File: config.mk
export PLATFORM = sky130hd
export DESIGN_NAME = memory_pattern_writer_flat
export DESIGN_NICKNAME = d
export VERILOG_FILES = /design/src/rtl/memory_pattern_writer_if.sv /design/src/rtl/memory_pattern_writer.sv /design/src/flat_wrapper.sv
export SDC_FILE = /design/constraint.sdc
export NUM_CORES = 1
export LEC_CHECK = 0
export CAP_MARGIN = 20
export CORE_UTILIZATION = 50
export CTS_BUF_LIST = sky130_fd_sc_hd__clkbuf_4
export CTS_CLUSTER_SIZE = 10
export DETAILED_ROUTE_END_ITERATION = 6
export PLACE_DENSITY_LB_ADDON = 0.1
export SKIP_LAST_GASP = 1
export SYNTH_ARGS = -nofsm -noshare
export SYNTH_HDL_FRONTEND = slang
export SYNTH_SLANG_ARGS = --single-unit
File: constraint.sdc
create_clock -name clk -period 4.25 [get_ports clk]
set_input_delay 0.85 -clock clk [delete_from_list [all_inputs] [get_ports clk]]
set_output_delay 0.85 -clock clk [all_outputs]
set_load 0.03 [all_outputs]
File: src/rtl/memory_pattern_writer_if.sv
// memory_pattern_writer_if
//   Single-port memory bus between the pattern writer (master) and a RAM
//   slave whose read data appears one cycle after the address.
//   addr     : word address, master -> slave
//   data_out : write data, master -> slave
//   write_en : write strobe, master -> slave
//   data_in  : read data, slave -> master
interface memory_pattern_writer_if #(
   parameter int addr_size = 16,
   parameter int word_size = 16
);
   logic [addr_size-1:0] addr;
   logic [word_size-1:0] data_out;
   logic [word_size-1:0] data_in;
   logic                 write_en;

   modport master (output addr, output data_out, output write_en, input data_in);
   modport slave  (input addr, input data_out, input write_en, output data_in);
endinterface

File: src/rtl/memory_pattern_writer.sv
// memory_pattern_writer
//   On start, writes array_size pattern words to base_addr.., reads them back
//   and compares each against the pattern. Reports done, a sticky error flag,
//   a saturating mismatch count and the first failing address.
//   clk, reset     : single clock, async active-high reset
//   start          : begin a run (honoured only in IDLE or DONE)
//   bus            : master side of the memory bus
//   busy / done    : run in progress / run finished
//   error, err_count, first_err_addr : results of the last run
module memory_pattern_writer #(
   parameter int                              addr_size     = 16,
   parameter int                              word_size     = 16,
   parameter int                              array_size    = 2,
   parameter logic [addr_size-1:0]            base_addr     = '0,
   parameter logic [array_size*word_size-1:0] array_content = '1
) (
   input  logic                     clk,
   input  logic                     reset,
   input  logic                     start,
   memory_pattern_writer_if.master  bus,
   output logic                     busy,
   output logic                     done,
   output logic                     error,
   output logic [15:0]              err_count,
   output logic [addr_size-1:0]     first_err_addr
);
   typedef enum logic [2:0] {S_IDLE, S_WRITE, S_READ, S_DRAIN, S_DONE} state_t;

   localparam int             IW   = $clog2(array_size) + 1;
   localparam logic [IW-1:0]  LAST = IW'(array_size);

   state_t               state_q, state_d;
   logic [IW-1:0]        idx_q, idx_d;
   logic [addr_size-1:0] addr_q, addr_d;
   logic [word_size-1:0] data_q, data_d;
   logic                 we_q, we_d;
   logic                 busy_q, busy_d;
   logic                 done_q, done_d;
   logic                 error_q, error_d;
   logic [15:0]          cnt_q, cnt_d;
   logic [addr_size-1:0] first_q, first_d;
   // compare stage: what the address on the bus this cycle should read back as
   logic                 cmp_vld_q, cmp_vld_d;
   logic [word_size-1:0] cmp_exp_q, cmp_exp_d;
   logic [addr_size-1:0] cmp_addr_q, cmp_addr_d;

   function automatic logic [word_size-1:0] word_at(input logic [IW-1:0] i);
      return array_content[int'(i)*word_size +: word_size];
   endfunction

   // idx holds the index of the word to put on the bus at the coming edge;
   // the bus outputs are registered, so each state computes them one ahead.
   always_comb begin
      state_d    = state_q;
      idx_d      = idx_q;
      addr_d     = addr_q;
      data_d     = data_q;
      we_d       = we_q;
      error_d    = error_q;
      cnt_d      = cnt_q;
      first_d    = first_q;
      cmp_vld_d  = 1'b0;
      cmp_exp_d  = cmp_exp_q;
      cmp_addr_d = cmp_addr_q;

      if (cmp_vld_q && (bus.data_in != cmp_exp_q)) begin
         error_d = 1'b1;
         if (cnt_q != 16'hFFFF) cnt_d = cnt_q + 16'd1;
         if (!error_q) first_d = cmp_addr_q;
      end

      case (state_q)
         S_IDLE, S_DONE: begin
            addr_d = '0;
            data_d = '0;
            we_d   = 1'b0;
            if (start) begin
               error_d = 1'b0;
               cnt_d   = '0;
               first_d = '0;
               state_d = S_WRITE;
               addr_d  = base_addr;
               data_d  = word_at('0);
               we_d    = 1'b1;
               idx_d   = IW'(1);
            end
         end
         S_WRITE: begin
            if (idx_q == LAST) begin
               state_d    = S_READ;
               we_d       = 1'b0;
               data_d     = '0;
               addr_d     = base_addr;
               cmp_vld_d  = 1'b1;
               cmp_exp_d  = word_at('0);
               cmp_addr_d = base_addr;
               idx_d      = IW'(1);
            end else begin
               addr_d = base_addr + addr_size'(idx_q);
               data_d = word_at(idx_q);
               idx_d  = idx_q + 1'b1;
            end
         end
         S_READ: begin
            if (idx_q == LAST) begin
               // last read data is being compared at this same edge
               state_d = S_DRAIN;
               addr_d  = '0;
               idx_d   = '0;
            end else begin
               addr_d     = base_addr + addr_size'(idx_q);
               cmp_vld_d  = 1'b1;
               cmp_exp_d  = word_at(idx_q);
               cmp_addr_d = base_addr + addr_size'(idx_q);
               idx_d      = idx_q + 1'b1;
            end
         end
         S_DRAIN: state_d = S_DONE;
         default: state_d = S_IDLE;
      endcase

      busy_d = (state_d == S_WRITE) || (state_d == S_READ) || (state_d == S_DRAIN);
      done_d = (state_d == S_DONE);
   end

   always_ff @(posedge clk or posedge reset) begin
      if (reset) begin
         state_q    <= S_IDLE;
         idx_q      <= '0;
         addr_q     <= '0;
         data_q     <= '0;
         we_q       <= 1'b0;
         busy_q     <= 1'b0;
         done_q     <= 1'b0;
         error_q    <= 1'b0;
         cnt_q      <= '0;
         first_q    <= '0;
         cmp_vld_q  <= 1'b0;
         cmp_exp_q  <= '0;
         cmp_addr_q <= '0;
      end else begin
         state_q    <= state_d;
         idx_q      <= idx_d;
         addr_q     <= addr_d;
         data_q     <= data_d;
         we_q       <= we_d;
         busy_q     <= busy_d;
         done_q     <= done_d;
         error_q    <= error_d;
         cnt_q      <= cnt_d;
         first_q    <= first_d;
         cmp_vld_q  <= cmp_vld_d;
         cmp_exp_q  <= cmp_exp_d;
         cmp_addr_q <= cmp_addr_d;
      end
   end

   assign bus.addr       = addr_q;
   assign bus.data_out   = data_q;
   assign bus.write_en   = we_q;
   assign busy           = busy_q;
   assign done           = done_q;
   assign error          = error_q;
   assign err_count      = cnt_q;
   assign first_err_addr = first_q;
endmodule

File: src/flat_wrapper.sv
// flat-port wrapper written by rule: the top's interface ports become plain ports
module memory_pattern_writer_flat 
#(
   parameter int                              addr_size     = 16,
   parameter int                              word_size     = 16,
   parameter int                              array_size    = 2,
   parameter logic [addr_size-1:0]            base_addr     = '0,
   parameter logic [array_size*word_size-1:0] array_content = '1
)
  (clk, reset, start, busy, done, error, err_count, first_err_addr, bus_addr, bus_data_out, bus_write_en, bus_data_in);
  memory_pattern_writer_if #(.addr_size(addr_size), .word_size(word_size)) bus_i ();
  input  logic clk;
  input  logic reset;
  input  logic start;
  output logic busy;
  output logic done;
  output logic error;
  output logic [15:0] err_count;
  output logic [addr_size-1:0] first_err_addr;
  output wire logic [$bits(bus_i.addr)-1:0] bus_addr;
  output wire logic [$bits(bus_i.data_out)-1:0] bus_data_out;
  output wire logic [$bits(bus_i.write_en)-1:0] bus_write_en;
  input wire logic [$bits(bus_i.data_in)-1:0] bus_data_in;
  assign bus_addr = bus_i.addr;
  assign bus_data_out = bus_i.data_out;
  assign bus_write_en = bus_i.write_en;
  assign bus_i.data_in = bus_data_in;
  memory_pattern_writer #(.addr_size(addr_size), .word_size(word_size), .array_size(array_size), .base_addr(base_addr), .array_content(array_content)) u_core (.clk(clk), .reset(reset), .start(start), .bus(bus_i), .busy(busy), .done(done), .error(error), .err_count(err_count), .first_err_addr(first_err_addr));
endmodule
* Word-level counts from Yosys, hierarchy flattened
Index checks and enable logic that the tools add are counted.
Word-level totals: bits in registers 106, latch bits 0, bits in writable memories 0, ROM bits 0, word-level logic and storage cells 79, memories 0
Operators by class: add/subtract/negate cells 2, $mul 0, div/mod/pow operators 0, magnitude comparators 0, eq/ne operators 14, shift operators 1, multiplexer cells 36, bitwise logic cells 0, reductions and logical operators 13
Operator list (number):
- 16-bit 2-to-1 mux | 14
- 16-bit case mux with 2 select lines | 4
- 32-bit by 7-bit indexed part select with 16-bit output (first input constant) | 1
- 16-bit by 1-bit adder with 16-bit output (second input constant) | 1
- 16-bit inequality test | 1
- 16-bit inequality test (second input constant) | 1
- 3-bit by 2-bit == test with 1-bit output (second input constant) | 4
- 3-bit case mux with 4 select lines | 1
- 3-bit 2-to-1 mux | 3
- 2-bit 2-to-1 mux | 4
- 1-bit 2-to-1 mux | 7
- 3-bit by 1-bit == test with 1-bit output (second input constant) | 2
- 3-bit == test (second input constant) | 2
- 2-bit case mux with 3 select lines | 1
- 2-bit nonzero test | 3
- 2-bit inequality test (second input constant) | 2
- 1-bit case mux with 2 select lines | 2
- 2-bit AND reduction | 2
- 2-bit OR reduction | 2
- 3-bit logical NOT | 1
- 3-bit AND reduction | 1
- 3-bit nonzero test | 1
- 2-bit by 1-bit adder with 2-bit output (second input constant) | 1
- 2-bit == test (second input constant) | 1
- other kinds (3) | 4

* Depth between registers and ports, before layout
word-level depth 6, gate-level depth with buffers 7, gate-level depth less buffers 6

* Worst setup path after synthesis
OpenSTA, ideal clock, no wires.
path kind input-to-reg, start input port bus_data_in[10], end register u_core.cnt_q[12] (netlist: u_core.err_count[12]), setup time 0.136 ns, arrival time 2.162 ns, data required time 4.114 ns, setup slack 1.953 ns, stages 6, path buffers 1, path through or4_4 -> nor4_4 -> o22ai_1 -> buf_6 -> a31oi_1 -> a211oi_2
Between the ends: longest elaborated chain between the ends 5
RTL lines:
- from (decl) | line flat_wrapper.sv:23 | input wire logic [$bits(bus_i.data_in)-1:0] bus_data_in;
- 16-bit inequality test (*) | line memory_pattern_writer.sv:66 | if (cmp_vld_q && (bus.data_in != cmp_exp_q)) begin
- 1-bit logical AND (*) | line memory_pattern_writer.sv:66
- 16-bit 2-to-1 mux (*) | line memory_pattern_writer.sv:66
- 16-bit 2-to-1 mux | line memory_pattern_writer.sv:77 | if (start) begin
- 16-bit 2-to-1 mux (*) | line memory_pattern_writer.sv:72 | case (state_q)
- via u_core.cnt_d[12] | line memory_pattern_writer.sv:40 | logic [15:0] cnt_q, cnt_d;
- to (signal assigned) | line memory_pattern_writer.sv:150 | cnt_q <= cnt_d;
- to (decl) | line memory_pattern_writer.sv:40
Mark *: on every way through the listed nets, which the timed path passes. The rest lies on a longest branch. A chain may end at the register's enable or synchronous reset.

==> flow_summary_export.csv <==
group,metric,value,unit
status,run_status,"completed",
sta,layout_worst_path_cycle_share,60.94,%
final_layout,drive_gt1_share,8.228,%
min_path,worstHoldStart,"u_core.first_err_addr[14]",
cts,tritoncts_clock_tree,"done",
routing,routed_wl,5.239,mm
synthesis,synthesis.instances,263,
grt,grt_pass1_wl,8.452,mm
synthesis,number_of_synthesized_register_bits,48,
critical_path,critical_path_cell_count,1,
synthesis,yosys_most_used_dff,"dfrtp_1",
place,postPlaceCellArea,3161,um2
cts,clk-insertion-delay-late,0.36,ns
critical_path,crit_arrival,1.74,ns
final_layout,total_inserted_antenna_cells,0,
cts,hold_bufs_inserted_after_cts,0,
sta,timing.final.hold_violations,0,
grt,antenna_found_initial,0,
sta,worst_margin_slew,0.7045,ns
synthesis,yosysWarningCount,0,
routing,detail_route.vias_per_cell,5.436,
routing,drt_first_pass_iters,4,
floorplan,placement_rows,25,
critical_path,worstPathCellList,"clkdlybuf4s50_1",
sta,slew_violations,0,
synthesis,synth-edff-count,0,
critical_path,critical_path.startpoint,"u_core.bus.data_out[14]",
power,power_density,523.5,nW/um2
grt,grt_overflow_total,0,
final_layout,finalInstanceArea,3273,um2
routing,drc_errors,0,
critical_path,startpoint_type_of_the_worst_setup_path,"flop",
routing,vias,2082,
grt,groute.usage.overall,19.98,%
cts,cts_root_buf,"clkbuf_4",
synthesis,post-synth-top-count-cell,"dfrtp_1",
sta,number_of_setup_violations_in_the_final_report,0,
critical_path,cpMaxStageDelayCell,"clkdlybuf4s50_1",
floorplan,placeableCoreArea,4848,um2
min_path,hold_depth,1,
critical_path,cpLargestDelayFamily,"buffers and inverters",
critical_path,timing.rr.start,"u_core.err_count[0]",
synthesis,mean_instance_size_in_the_synthesized_netlist,9.891,um2
floorplan,io_pins,87,
synthesis,synth_seq_area_share,46.18,%
synthesis,yosys-top-cells-count,"dfrtp_1 (48), buf_4 (30), a21oi_1 (21), and3_1 (19), nand2_1 (18)",
synthesis,netlist_area,2601,um2
sta,rsz0062_at_grt,"no",
routing,met3WireLength,235,um
critical_path,kind_of_end_point_of_the_critical_path,"output port",
run,max_cap_viol_count,0,
synthesis,async_flop_share,100.0,%
place,globalplace.congestion,0.8497,
sta,max-slew-margin-rel,53.03,%
power,total_leakage_power,0.001425,uW
routing,met2_wirelength,2.561,mm
cts,clock_net_sink_count,48,
synthesis,synth.top_cells.by_area,"dfrtp_1 (46%), buf_4 (8.7%), and3_1 (4.6%)",
synthesis,synth.largest_area_cell,"dfrtp_1",
critical_path,cp.buffers_inverters,1,
critical_path,cp_max_fo,17,
floorplan,die_area,5495,um2
cts,clkTransAtPathRegs,0.15,ns
sta,timing.setup.tns,0,ns
cts,cts_repair_resize_count,0,
synthesis,yosysUniqueCellTypes,47,
final_layout,synth_to_layout_area_growth,25.83,%
floorplan,starting_utilization_of_the_core_area,53.65,%
routing,wl_per_cell,13.68,um
final_layout,fill_cells,417,
cts,cts-htree-levels,2,
critical_path,r2r_cells,6,
final_layout,fin_util,67.51,%
cts,post-cts-setup-buffers,0,
critical_path,max_stage_delay,0.76,ns
sta,final.setup_skew,0.01345,ns
routing,remaining_antenna_violation_count,0,
floorplan,die_width,74.13,um
synthesis,synth_largest_type_area_fraction,46.18,%
sta,fin_worst_hold_slack,0.5243,ns
cts,max-clock-path-buffers,2,
grt,first_global_vias,1833,
floorplan,die-height,74.13,um
cts,cts-buffers-inserted,5,
final_layout,design.final.nets,335,
power,max-vdd-ir-drop,0.4195,mV
place,place.port_buffers,72,
critical_path,worst_ep_required_time,3.40,ns
routing,dr.max_layer_used,"met4",
sta,fin_crit_period,2.590,ns
place,dp.final_hpwl,3.715,mm
critical_path,crit_type,"flop to output port",
sta,clock.fmax,386.1,MHz
routing,detailedRoute.firstIterationViolations,127,
grt,largest_net_degree_at_the_start_of_global_routing,49,
min_path,min_path_type,"flop to flop",
routing,detail_route.wirelength.met1,2.366,mm
==> worst register-to-register path, delay by kind of cell (launching register included) <==
kind                     cells  cell delay (ns)
AO/OA/AOI/OAI                1             0.15
adder cells (fa/ha/maj)      1             0.30
flip-flops                   1             0.45
AND/OR/NAND/NOR              4             1.18
==> cell usage in the layout (no fill, tap or decap), types with 4 or more instances in the layout <==
master / count
a21oi_1: 21
and3_1: 19
and4_1: 4
clkbuf_4: 5
clkdlybuf4s50_1: 72
conb_1: 14
dfrtp_1: 48
mux2i_1: 4
nand2_1: 18
nand2b_1: 6
nand3_1: 12
nand4_1: 5
nor2_1: 12
nor2b_1: 4
o21ai_0: 6
o21ai_1: 7
o31ai_1: 5
or3_1: 6
or4_1: 5
==> final timing paths <==
check / to / slack, ns
worst max-delay path: bus_data_out[13] / 1.66
worst min-delay path: u_core.first_err_addr[14] / 0.52
worst max register to register: u_core.err_count[11] / 2.10
worst min register to register: u_core.first_err_addr[14] / 0.52
max in group asynchronous: u_core.cmp_exp_q[14] / 2.97
min in group asynchronous: u_core.first_err_addr[4] / 0.78
==> registers in the layout, indices dropped and copies added, names as in the netlist <==
signal,flops
u_core.done,1
u_core.idx_q,2
u_core.cmp_vld_q,1
u_core.error,1
u_core.cmp_addr_q,2
u_core.state_q,3
u_core.first_err_addr,16
u_core.err_count,16
u_core.cmp_exp_q,1
u_core.bus.write_en,1
u_core.busy,1
u_core.bus.data_out,1
u_core.bus.addr,2
==> per-stage QoR <==
| step | setup WS, ns | total power, uW | std cells |
|---|---|---|---|
| floorplan | 1.953 | 1267 | 276 |
| global placement | 1.172 | 1443 | 373 |
| detailed placement | 1.089 | 1450 | 373 |
| CTS | 1.498 | 1728 | 381 |
| global route | 1.537 | 1821 | 383 |
| finish | 1.660 | 1713 | 383 |
==> cell type report <==
class,count,area (um2),area share (%)
flip-flops and latches,48,1201,36.70
multi-input cells,184,1147,35.05
repair buffers,74,748.2,22.86
well taps,67,83.83,2.561
clock inverters,3,47.55,1.453
clock buffers,5,37.54,1.147
inverters,2,7.507,0.2294
==> power by group <==
group / switching [uW] / internal, uW / total [uW]
clock network: 147 / 126 / 273
registers: 116 / 534 / 650
logic: 472 / 318 / 791
==> cell families after synthesis <==
| group | synth area share (%) |
|---|---|
| adders and majority gates | 0.4809 |
| other | 0.1442 |
| buffers and inverters | 11.59 |
| muxes | 1.539 |
| DFF | 46.18 |
| and+or+nand+nor | 24.87 |
| AOI/OAI and AO/OA | 15.20 |
==> layer usage <==
layer	vias up	GRT usage, %
met4	0	6.197
met3	9	4.201
met2	70	33.03
li1	1016	-
met5	-	0
met1	987	26.40
No activity file was read; power rests on OpenSTA's default activity.
